`config.mk`:
```
export PLATFORM = sky130hd
export DESIGN_NAME = riscv_scoreboard
export DESIGN_NICKNAME = d
export VERILOG_FILES = /design/src/rtl/riscv_scoreboard.sv
export SDC_FILE = /design/constraint.sdc
export NUM_CORES = 1
export LEC_CHECK = 0
export ABC_AREA = 1
export BUFFER_PORTS_ARGS = -buffer_cell sky130_fd_sc_hd__buf_2
export CORE_ASPECT_RATIO = 1.2
export CORE_MARGIN = 4
export CORE_UTILIZATION = 55
export DETAILED_ROUTE_END_ITERATION = 16
export PLACE_DENSITY = 0.77
export SLEW_MARGIN = 30
export SYNTH_ARGS = -nofsm -noshare
export SYNTH_HDL_FRONTEND = slang
export SYNTH_SLANG_ARGS = --single-unit
```
`constraint.sdc`:
```
create_clock -name clk_i -period 2.1 [get_ports clk_i]
set_input_delay 0.21 -clock clk_i [delete_from_list [all_inputs] [get_ports clk_i]]
set_output_delay 0.21 -clock clk_i [all_outputs]
set_load 0.1 [all_outputs]
```
`src/rtl/riscv_scoreboard.sv`:
```
`default_nettype none
// ============================================================================
//  Module   : riscv_scoreboard
//  Purpose  : Per-register write-back scoreboard placed in front of the
//             register file read port. It counts the issued instructions that
//             still owe a write-back to each architectural register. While a
//             source operand is not yet written, or a destination counter is
//             full, it holds issue.
//  Ports    : clk_i, rst_i (async, active-low)
//             issue_valid_i, rs1/rs2_addr_i, rs1/rs2_used_i, rd_addr_i,
//             rd_wen_i        - decoded instruction presented for issue
//             wb_valid_i, wb_addr_i - retiring register write
//             flush_i         - discard all outstanding writes
//             stall_o, issue_fire_o - combinational issue control
//             pending_o, busy_o     - registered per-register pending view
//             wb_err_o        - sticky unmatched write-back flag
//             stall_cnt_o     - saturating stalled-cycle counter
//  Revision : 1.0 - initial release
// ============================================================================
module riscv_scoreboard #(
    parameter int CNT_W  = 2,
    parameter int PERF_W = 16
) (
    input  logic              clk_i,
    input  logic              rst_i,
    input  logic              issue_valid_i,
    input  logic [4:0]        rs1_addr_i,
    input  logic [4:0]        rs2_addr_i,
    input  logic              rs1_used_i,
    input  logic              rs2_used_i,
    input  logic [4:0]        rd_addr_i,
    input  logic              rd_wen_i,
    input  logic              wb_valid_i,
    input  logic [4:0]        wb_addr_i,
    input  logic              flush_i,
    output logic              stall_o,
    output logic              issue_fire_o,
    output logic [31:0]       pending_o,
    output logic              busy_o,
    output logic              wb_err_o,
    output logic [PERF_W-1:0] stall_cnt_o
);

    localparam logic [CNT_W-1:0]  c_CNT_MAX  = '1;
    localparam logic [PERF_W-1:0] c_PERF_MAX = '1;

    // Counter view indexed by register number. Entry 0 is tied to zero so
    // that x0 never appears pending and never causes a hazard.
    logic [31:0][CNT_W-1:0] w_cnt;
    logic [31:0]            w_nz;
    logic                   w_raw1;
    logic                   w_raw2;
    logic                   w_full;
    logic                   w_stall;
    logic                   w_fire;
    logic                   w_wb_orphan;

    logic                   r_wb_err;
    logic [PERF_W-1:0]      r_stall_cnt;

    assign w_cnt[0] = '0;

    for (genvar gi = 1; gi < 32; gi++) begin : g_cnt
        logic [CNT_W-1:0] r_cnt;
        logic             w_inc;
        logic             w_dec;

        assign w_inc = w_fire & rd_wen_i & (rd_addr_i == 5'(gi));
        // A write-back only retires a write that is actually outstanding.
        assign w_dec = wb_valid_i & (wb_addr_i == 5'(gi)) & (r_cnt != '0);

        // Incrementing past the maximum cannot happen: a full destination
        // stalls issue, so w_inc is never set while r_cnt is at its maximum.
        always_ff @(posedge clk_i or negedge rst_i) begin
            if (!rst_i) begin
                r_cnt <= '0;
            end else if (flush_i) begin
                r_cnt <= '0;
            end else if (w_inc && !w_dec) begin
                r_cnt <= r_cnt + 1'b1;
            end else if (w_dec && !w_inc) begin
                r_cnt <= r_cnt - 1'b1;
            end
        end

        assign w_cnt[gi] = r_cnt;
    end

    for (genvar gj = 0; gj < 32; gj++) begin : g_nz
        assign w_nz[gj] = (w_cnt[gj] != '0);
    end

    // Hazards use only registered counters; a write-back in the same cycle
    // does not release a dependent instruction. That instruction issues on
    // the next cycle, in step with the synchronous register-file write.
    assign w_raw1  = rs1_used_i & w_nz[rs1_addr_i];
    assign w_raw2  = rs2_used_i & w_nz[rs2_addr_i];
    assign w_full  = rd_wen_i & (rd_addr_i != 5'd0) & (w_cnt[rd_addr_i] == c_CNT_MAX);
    assign w_stall = issue_valid_i & (w_raw1 | w_raw2 | w_full) & ~flush_i;
    assign w_fire  = issue_valid_i & ~w_stall;

    // A write-back to a non-zero register that has no outstanding write.
    assign w_wb_orphan = wb_valid_i & (wb_addr_i != 5'd0) & ~w_nz[wb_addr_i];

    always_ff @(posedge clk_i or negedge rst_i) begin
        if (!rst_i) begin
            r_wb_err    <= 1'b0;
            r_stall_cnt <= '0;
        end else begin
            if (w_wb_orphan) begin
                r_wb_err <= 1'b1;
            end
            if (issue_valid_i && w_stall && (r_stall_cnt != c_PERF_MAX)) begin
                r_stall_cnt <= r_stall_cnt + 1'b1;
            end
        end
    end

    assign stall_o      = w_stall;
    assign issue_fire_o = w_fire;
    assign pending_o    = w_nz;
    assign busy_o       = |w_nz;
    assign wb_err_o     = r_wb_err;
    assign stall_cnt_o  = r_stall_cnt;

endmodule
`default_nettype wire

```
# Word level (Yosys, flattened, before mapping)
# Index checks and enable logic that the tools add are counted.
# Widths: inputs -> output; s select.
# word_totals
ff_bits,79
elab_cells,564
# op_classes
addsub,63
n_lt_le_gt_ge,4
n_eq_ne,64
n_mux,101
bitwise_logic,108
n_reduce_logical,191
# op_table
op,n
$mux 2,94
$eq 5x5->1 const B,32
$and 1x1->1,103
$reduce_bool 3->1,31
$eq 5x4->1 const B,16
$logic_and 1x1->1,64
$add 2x1->2 const B,31
$logic_not 1->1,62
$reduce_bool 2->1,31
$sub 2x1->2 const B,31
$eq 5x3->1 const B,8
$reduce_or 31->1,1
$lt 5x6->1 const B,4
$eq 5x2->1 const B,4
$add 16x1->16 const B,1
$ne 16x16->1 const B,1
$bmux 1 s5,3
$bmux 2 s5,1
$eq 5x1->1 const B,2
$reduce_bool 5->1,2
$mux 1,3
$not 1->1,3
$eq 2x2->1 const B,1
$or 1x1->1,2

# Logic depth before layout (Yosys ltp)
# Gate-level depths: netlist of the first run.
# depth
depth_word,17
depth_mapped,21
mapped_depth_nobuf,19

# Worst setup path before layout of the first run
# Ideal clock, no wire load.
# synth_timing
kind,register to register
from,reg g_cnt[21].r_cnt[0]
to,"reg r_stall_cnt[4], in the netlist stall_cnt_o[4]"
t_arrival_ns,3.064
t_required_ns,1.942
slack_ns,-1.123
path_stages_with_launch,17
n_path_buf,1
synth_period_minus_slack_ns,3.223
cell_sequence,dfrtp_1 or2_1 clkbuf_1 nand2_1 nand3_1 nand3_1 nand3_1 nand2_1 nand2_1 nand3_1 nand3_4 nand2_4 inv_2 nand2_4 inv_1 nand4_1 xnor2_1
# synth_via
elab_chain_cells,10
word_cells_on_any_way,17
classes_between,eq/ne: 1; mux: 6; bitwise: 7; reduce/logical: 3
# synth_lines
element,line_no,text
"start, declared",64,logic [CNT_W-1:0] r_cnt;
"start signal, assigned",80,r_cnt <= r_cnt + 1'b1;
"start signal, assigned",82,r_cnt <= r_cnt - 1'b1;
$reduce_bool 2->1 (*),90,assign w_nz[gj] = (w_cnt[gj] != '0);
via pending_o[21],38,"output logic [31:0] pending_o,"
"$bmux 1 s5, on equally long branches","96, 97",
"$mux 1, on equally long branches","96, 97",
"$and 1x1->1, on equally long branches","96, 97",
$or 1x1->1 (*) (2 in a row),99,assign w_stall = issue_valid_i & (w_raw1 | w_raw2 | w_full) & ~flush_i;
$and 1x1->1 (*) (2 in a row),99,
via stall_o,36,"output logic stall_o,"
$logic_and 1x1->1 (*) (2 in a row),113,if (issue_valid_i && w_stall && (r_stall_cnt != c_PERF_MAX)) begin
"end signal, assigned",114,r_stall_cnt <= r_stall_cnt + 1'b1;
"end, declared",59,logic [PERF_W-1:0] r_stall_cnt;
# Mark *: on every way through the listed nets, which the timed path passes. The rest lies on a longest branch. The select of a mux whose other input is x is not followed.
# A chain may end at the register's enable or synchronous reset.

# Final worst setup path of the first run
# layout_timing
from,reg g_cnt[27].r_cnt[1]
to,reg g_cnt[30].r_cnt[1]
# layout_via
elab_chain_cells,15
word_cells_on_any_way,25
classes_between,eq/ne: 1; mux: 8; bitwise: 11; reduce/logical: 5
# layout_lines
element,line_no,text
"start, declared",64,
"start signal, assigned",80,
"start signal, assigned",82,
$reduce_bool 2->1,90,
"$bmux 1 s5, on equally long branches","96, 97",
"$mux 1, on equally long branches","96, 97",
"$and 1x1->1, on equally long branches","96, 97",
$or 1x1->1,99,
$or 1x1->1 (*),99,
$and 1x1->1 (*) (2 in a row),99,
$not 1->1 (*),100,assign w_fire = issue_valid_i & ~w_stall;
$and 1x1->1 (*),100,
$and 1x1->1 (*) (2 in a row),68,assign w_inc = w_fire & rd_wen_i & (rd_addr_i == 5'(gi));
$logic_and 1x1->1 or $logic_not 1->1 (tied branches),"79, 81",
$mux 2 or $logic_and 1x1->1 (tied branches),"79, 81",
$mux 2 or $reduce_bool 3->1 (tied branches),-,
"end signal, assigned",80,
"end signal, assigned",82,
"end, declared",64,
# Mark *: on every way between the ends. The rest lies on a longest branch, timed or not. The select of a mux whose other input is x is not followed.

==> results of run 1 <==
## Yosys cell counts (all sizes together)
library cell / instances
o2111ai: 1
conb: 1
o22ai: 1
o21ai: 29
xnor2: 5
inv: 174
o211ai: 1
o41ai: 1
ha: 1
nand3: 131
nand4: 104
clkinv: 1
a21oi: 7
buf: 35
nand3b: 28
dfrtp: 79
a21o: 1
nor4: 6
nor3: 34
a22oi: 2
nand2: 445
a31oi: 1
or2: 3
o31ai: 2
xor2: 8
clkbuf: 19
nor2: 199
## metal layers
metal / GRT usage / vias to the layer above
met5: 0 / -
met4: 0.215 / 0
met3: 0.0690 / 185
met2: 0.647 / 719
met1: 0.488 / 4726
li1: - / 4788
## power groups by stage
| stage | Combinational [mW] | Clock [mW] | Sequential, mW |
|---|---|---|---|
| 6_report | 3.64 | 1.60 | 1.88 |
| 5_1_grt | 3.82 | 1.65 | 1.89 |
| 4_1_cts | 3.46 | 1.59 | 1.86 |
| 3_5_place_dp | 3.29 | 0 | 1.88 |
| 3_3_place_gp | 3.25 | 0 | 1.88 |
| 2_1_floorplan | 1.88 | 0 | 2.19 |
## worst max-delay path, delay by kind of cell (launching register included)
kind / cells / cell delay, ns
simple gates: 15 / 1.37
buf+inv: 5 / 0.77
flops: 1 / 0.41
## cells in the final DEF (no fill, tap or decap), types with 14 or more instances in the layout
cell | Yosys | layout
nand2_2 | 1 | 26
nand3b_1 | 28 | 28
nand3_2 | 2 | 29
dfrtp_2 | 0 | 14
inv_2 | 7 | 21
buf_4 | 6 | 202
buf_6 | 6 | 21
nor2_1 | 196 | 180
inv_1 | 167 | 144
buf_2 | 13 | 74
nand2_1 | 442 | 394
nor3_1 | 34 | 33
nand4_1 | 85 | 85
dfrtp_1 | 79 | 65
nand2_4 | 2 | 23
o21ai_1 | 7 | 14
nand3_1 | 128 | 100
## metrics by stage
stage / instance area [µm²] / setup WS [ns] / util / total power [mW]
after detailed placement: 9830 / -0.478 / 0.733 / 5.18
final: 11000 / -0.567 / 0.818 / 7.12
after CTS: 10700 / -0.419 / 0.794 / 6.91
after global routing: 11000 / -0.666 / 0.818 / 7.36
after global placement: 9830 / -0.390 / 0.733 / 5.13
after floorplan: 8010 / -0.406 / - / 4.07
## registers in the layout, summed over array words and instances, names as in the netlist
name and cells:
g_cnt.r_cnt 62, wb_err_o 1, stall_cnt_o 16
## cell type report
type,instances,share of cell area
flip-flops and latches,79,0.182
multi-input cells,1011,0.486
clock inverters,7,0.00605
well taps,168,0.0192
clock buffers,9,0.0205
repair buffers,313,0.222
inverters,175,0.0637
## logic make-up (layout without fill, tap and decap cells)
family                     count (synthesis)  after routing  share of synthesized area
and+or+nand+nor                          950            950                      0.566
DFF                                       79             79                      0.258
adders and majority gates                  1              1                    0.00163
buffers and inverters                    229            504                      0.124
xor gates and xnor gates                  13             13                     0.0149
other                                      1              1                   0.000490
AOI/OAI and AO/OA                         46             46                     0.0358
## timing repair
action,in CTS,in global routing
pin swaps,46,63
hold buffers,1,0
setup endpoints to repair,81,81
gates cloned,2,0
buffers inserted,27,18
resized for setup,74,76
endpoints found under the hold margin,49,0
## worst max-delay path by stage
stage | depth (start not counted) | to | slack, ns | from
finish | 20 | g_cnt[30].r_cnt[1] | -0.57 | g_cnt[27].r_cnt[1]
CTS | 14 | issue_fire_o | -0.42 | g_cnt[24].r_cnt[1]
floorplan | 17 | g_cnt[25].r_cnt[1] | -0.41 | g_cnt[30].r_cnt[1]
detailed placement | 18 | g_cnt[15].r_cnt[1] | -0.48 | rd_addr_i[0]
global route | 20 | g_cnt[30].r_cnt[1] | -0.67 | g_cnt[25].r_cnt[0]
global placement | 18 | g_cnt[7].r_cnt[1] | -0.39 | rd_addr_i[0]
==> qor.txt, run 1 <==
Outcome -> complete, but fails checks
Violated checks -> negative setup slack
Flops & latches, synth -> 79
Setup skew after layout -> 0.0145 ns
Critical Path RT -> 2.35 ns
Worst skew pair latency -> 0.37 ns
Unique masters post-synth -> 43
WL met2 -> 14800 µm
CTS Sinks -> 79
Seq pwr share -> 0.264
Initial DRC count -> 1276
Worst-Margin Slew -> 0.673 ns
Pin count of the biggest net entering global routing -> 98
Total grt overflow -> 0
Setup Total Neg Slack -> -30.01 ns
Pint -> 3.65 mW
Max layer used -> met4
TritonRoute pass-1 iters -> 9
DIE AREA -> 15900 µm²
Clock transition at the registers of the reported paths -> 0.07 ns
Share of Yosys cell area claimed by the top area cell type -> 0.258
Max incr delay on CP -> 0.41 ns
Worst flop-to-flop path endpoint -> g_cnt[30].r_cnt[1]
Vias -> 10400
Initial antenna violation count -> 0
H-tree level count -> 3
Routed WL per cell -> 18.2 µm
Vias in the first global route -> 9724
Slew headroom -> 0.547
Crit end category -> flip-flop
Critical path class -> reg2reg
P per Cell Area -> 649 nW/µm²
Post-synthesis sequential area ratio -> 0.258
Fmax -> 0.375 GHz
CTS Buffer Depth -> 2
Synth area leaders -> dfrtp_1 (26%), nand2_1 (22%), nor2_1 (9.6%), nand3_1 (8.4%), inv_1 (8.2%)
Global-route wire length before repair -> 48400 µm
Worst Hold Path EP -> wb_err_o
Met1 Wirelength -> 11800 µm
Synthesis-to-layout area growth -> 43.2%
Yosys top cell by area -> dfrtp_1
R2r startpoint -> g_cnt[27].r_cnt[1]
Multi-input gate area -> 5330 µm²
Post-Syn Area per Cell -> 5.81 µm²
Final Setup Violations -> 81
Antenna Nets Post-Route -> 0
Syn Nets -> 1348
Worst hold stages -> 2
Row count -> 46
Placed cell count -> 1702
N_diodes -> 0
Worst vdd ir -> 1.24 mV
Unrepaired setup endpoints after global routing -> true
GRT Resource Usage Total -> 0.393
Count of nets after finishing -> 1618
R2R cell count -> 20
Clock power frac -> 0.225
Final HPWL DP -> 22400 µm
Post-Synthesis Cells -> 1319
Final std cells w/o fill -> 1762
Root buf cell -> clkbuf_16
Hold_sp -> wb_valid_i
Die width -> 116 µm
Met3 wire length -> 3550 µm
Input/output buffers -> 78
MaxCap Viol Count -> 0
RD Place Congestion -> 1.02
Sw Ratio -> 0.487
Net Sw Power -> 3.46 mW
Gate power share -> 0.511
Fillcell total -> 943
YS warnings -> 0
FF/Latch Area -> 1990 µm²
Cell Chain, Critical Path -> nor2_4 > clkinvlp_4 > nand2_1 > nand3_1 > nand3_1 > nand3_1 > nand2_1 > nand2_1 > nand3_2 > nand3_4 > buf_12 > nand2_8 > buf_12 > buf_12 > nand4_1 > buf_4 > nor2_1 > nand2_1 > nand3_1 > nor2_1
Pleak -> 5.65 nW
Tcrit/Tclk final -> 1.27
Endpoints failing hold -> 0
TritonCTS clock tree -> done
Tmin final -> 2.67 ns
CP arrival -> 2.92 ns
CTS buffer count -> 9
Layout cell share with drive strength beyond 1 -> 0.317
Worst-path fanout max -> 6
Slowest CP cell -> dfrtp_1
DRC -> 0
Core ar. -> 13400 µm²
Final slew viol count -> 0
Initial Util -> 0.571
Hold_ws -> 0.128 ns
Worst reg2reg setup slack -> -0.57 ns
DRT Wirelength -> 32000 µm
DR vias/cell -> 5.91
Worst Setup Start Kind -> flip-flop
Die Ht -> 137 µm
Hold Crit Class -> in2reg
# IOs -> 80
Final worst setup slack -> -0.567 ns
Post-Syn Area -> 7660 µm²
Note: power is estimated with default switching activity, not from simulation.
==> inputs of run 2 (changes only) <==
==> constraint.sdc (replaced) <==
create_clock -name clk_i -period 2.1 [get_ports clk_i]
set_input_delay 0 -clock clk_i [delete_from_list [all_inputs] [get_ports clk_i]]
set_output_delay 0 -clock clk_i [all_outputs]
set_load 0.1 [all_outputs]
==> qor.txt, run 2 (same netlist as run 1, synthesis figures left out) <==
Vias -> 10300 (was 10400)
Hold Crit Class -> in2reg (unchanged)
Most frequent cells in the layout -> nand2_1 (402), nor2_1 (187), buf_4 (187) (was nand2_1 (394), buf_4 (202), nor2_1 (180))
Antenna Nets Post-Route -> 0 (unchanged)
Critical path class -> reg2reg (unchanged)
Worst-Margin Slew -> 0.838 ns (was 0.673 ns)
Pint -> 3.98 mW (was 3.65 mW)
Slew headroom -> 0.442 (was 0.547)
Die Ht -> 137 µm (unchanged)
Hold_ws -> 0.155 ns (was 0.128 ns)
CTS Sinks -> 79 (unchanged)
Sw Ratio -> 0.456 (was 0.487)
TritonRoute pass-1 iters -> 6 (was 9)
TritonCTS clock tree -> done (unchanged)
RD Place Congestion -> 1.02 (about the same)
Max FFs per register -> 62 (unchanged)
Final worst setup slack -> -0.399 ns (was -0.567 ns)
R2r startpoint -> g_cnt[8].r_cnt[1] (was g_cnt[27].r_cnt[1])
Layout cell share with drive strength beyond 1 -> 0.290 (was 0.317)
Input/output buffers -> 78 (unchanged)
Worst Setup Start Kind -> flip-flop (unchanged)
Clock power frac -> 0.257 (was 0.225)
Total power -> 7.33 mW (was 7.12 mW)
Placed cell count -> 1679 (was 1702)
Initial Util -> 0.571 (unchanged)
Tmin final -> 2.50 ns (was 2.67 ns)
MaxCap Viol Count -> 0 (unchanged)
Worst reg2reg setup slack -> -0.40 ns (was -0.57 ns)
Worst Setup SP -> g_cnt[8].r_cnt[1] (was g_cnt[27].r_cnt[1])
Vias in the first global route -> 9257 (was 9724)
Final slew viol count -> 0 (unchanged)
Gate power share -> 0.487 (was 0.511)
Violated checks -> negative setup slack (unchanged)
Outcome -> complete, but fails checks (unchanged)
Commonest non-fill, non-tap cell in the layout -> nand2_1 (unchanged)
Final std cells w/o fill -> 1739 (was 1762)
GRT Resource Usage Total -> 0.371 (was 0.393)
Placed cell area -> 9680 µm² (was 9830 µm²)
Worst-path fanout max -> 8 (was 6)
DIE AREA -> 15900 µm² (unchanged)
Synthesis-to-layout area growth -> 40.1% (was 43.2%)
Final Setup Violations -> 80 (was 81)
# IOs -> 80 (unchanged)
CP arrival -> 2.79 ns (was 2.92 ns)
Crit end category -> flip-flop (unchanged)
Biggest register -> g_cnt.r_cnt (unchanged)
Worst flop-to-flop path endpoint -> g_cnt[28].r_cnt[1] (was g_cnt[30].r_cnt[1])
Clock transition at the registers of the reported paths -> 0.07 ns (about the same)
Initial DRC count -> 1468 (was 1276)
Tcrit/Tclk final -> 1.19 (was 1.27)
Total grt overflow -> 0 (unchanged)
DRT Wirelength -> 30400 µm (was 32000 µm)
P per Cell Area -> 683 nW/µm² (was 649 nW/µm²)
CTS buffer count -> 9 (unchanged)
DR vias/cell -> 5.92 (was 5.91)
Place WS -> -0.230 ns (was -0.478 ns)
Fmax -> 0.400 GHz (was 0.375 GHz)
Initial antenna violation count -> 0 (unchanged)
Global-route wire length before repair -> 46000 µm (was 48400 µm)
H-tree level count -> 3 (unchanged)
Routed WL per cell -> 17.5 µm (was 18.2 µm)
Worst vdd ir -> 0.775 mV (was 1.24 mV)
Util after Layout -> 0.800 (was 0.818)
Row count -> 46 (unchanged)
Critical Path RT -> 2.39 ns (was 2.35 ns)
Worst skew pair latency -> 0.36 ns (was 0.37 ns)
Seq pwr share -> 0.256 (was 0.264)
Pin count of the biggest net entering global routing -> 80 (was 98)
R2R cell count -> 18 (was 20)
CTS Buffer Depth -> 2 (unchanged)
Endpoints failing hold -> 0 (unchanged)
Core ar. -> 13400 µm² (unchanged)
Unrepaired setup endpoints after global routing -> true (unchanged)
Net Sw Power -> 3.34 mW (was 3.46 mW)
Pleak -> 5.60 nW (was 5.65 nW)
Setup Total Neg Slack -> -24.09 ns (was -30.01 ns)
Fin area -> 10700 µm² (was 11000 µm²)
DRC -> 0 (unchanged)
Root buf cell -> clkbuf_16 (unchanged)
Fillcell total -> 934 (was 943)
Count of nets after finishing -> 1595 (was 1618)
Die width -> 116 µm (unchanged)
Setup skew after layout -> 0.0104 ns (was 0.0145 ns)
Final HPWL DP -> 21100 µm (was 22400 µm)
N_diodes -> 0 (unchanged)
Crit path capture -> g_cnt[28].r_cnt[1] (was g_cnt[30].r_cnt[1])
-- run 2: what timing repair did --
| item | in CTS | in global routing |
|---|---|---|
| pin swaps | 16 | 42 |
| gates cloned | 1 | 2 |
| hold buffers | 2 | 0 |
| endpoints found under the hold margin | 43 | 0 |
| gates resized for setup | 37 | 61 |
| buffers inserted | 18 | 22 |
| endpoints found under the setup margin | 78 | 82 |
-- run 2: worst min path at each step --
stage	start	to	cells after the start
finish	wb_addr_i[4]	wb_err_o	4
global route	wb_addr_i[4]	wb_err_o	4
CTS	wb_addr_i[4]	wb_err_o	4
detailed placement	rst_i	g_cnt[10].r_cnt[0]	1
global placement	rst_i	g_cnt[10].r_cnt[0]	1
floorplan	rst_i	g_cnt[10].r_cnt[0]	0
-- run 2: metal layers --
| metal | share of wire | up-vias | global-route usage |
|---|---|---|---|
| li1 | - | 4735 | - |
| met1 | 0.37 | 4614 | 0.468 |
| met2 | 0.44 | 759 | 0.592 |
| met3 | 0.12 | 191 | 0.0725 |
| met4 | 0.069 | 0 | 0.211 |
| met5 | 0 | - | 0 |
-- run 2: final cells by class --
class                   count  area (µm²)  share of cell area
multi-input cells        1011        5240               0.488
repair buffers            290        2260               0.210
flip-flops and latches     79        1990               0.186
inverters                 175         694              0.0647
clock buffers              10         229              0.0213
well taps                 168         210              0.0196
clock inverters             6         109              0.0101
-- run 2: worst max-delay path, stage by stage (launching register included) --
cell and delay (ns):
dfrtp_1 0.44, nor2_4 0.18, clkinvlp_4 0.11, nand2_1 0.06, nand3_1 0.07, nand3_1 0.12
nand3_1 0.07, nand2_1 0.06, nand2_1 0.06, nand3_2 0.08, nand3_4 0.09, buf_6 0.13
a21oi_4 0.19, buf_12 0.15, buf_12 0.13, nand4_1 0.15, nand3_2 0.18, nor2_1 0.06
nor2_1 0.08
-- run 2: power groups by stage --
stage	logic, mW	clock network [mW]	registers [mW]
floorplan	1.88	0	2.19
global placement	3.19	0	1.88
detailed placement	3.22	0	1.89
CTS	3.33	1.88	1.86
global route	3.76	1.96	1.90
finish	3.57	1.88	1.88
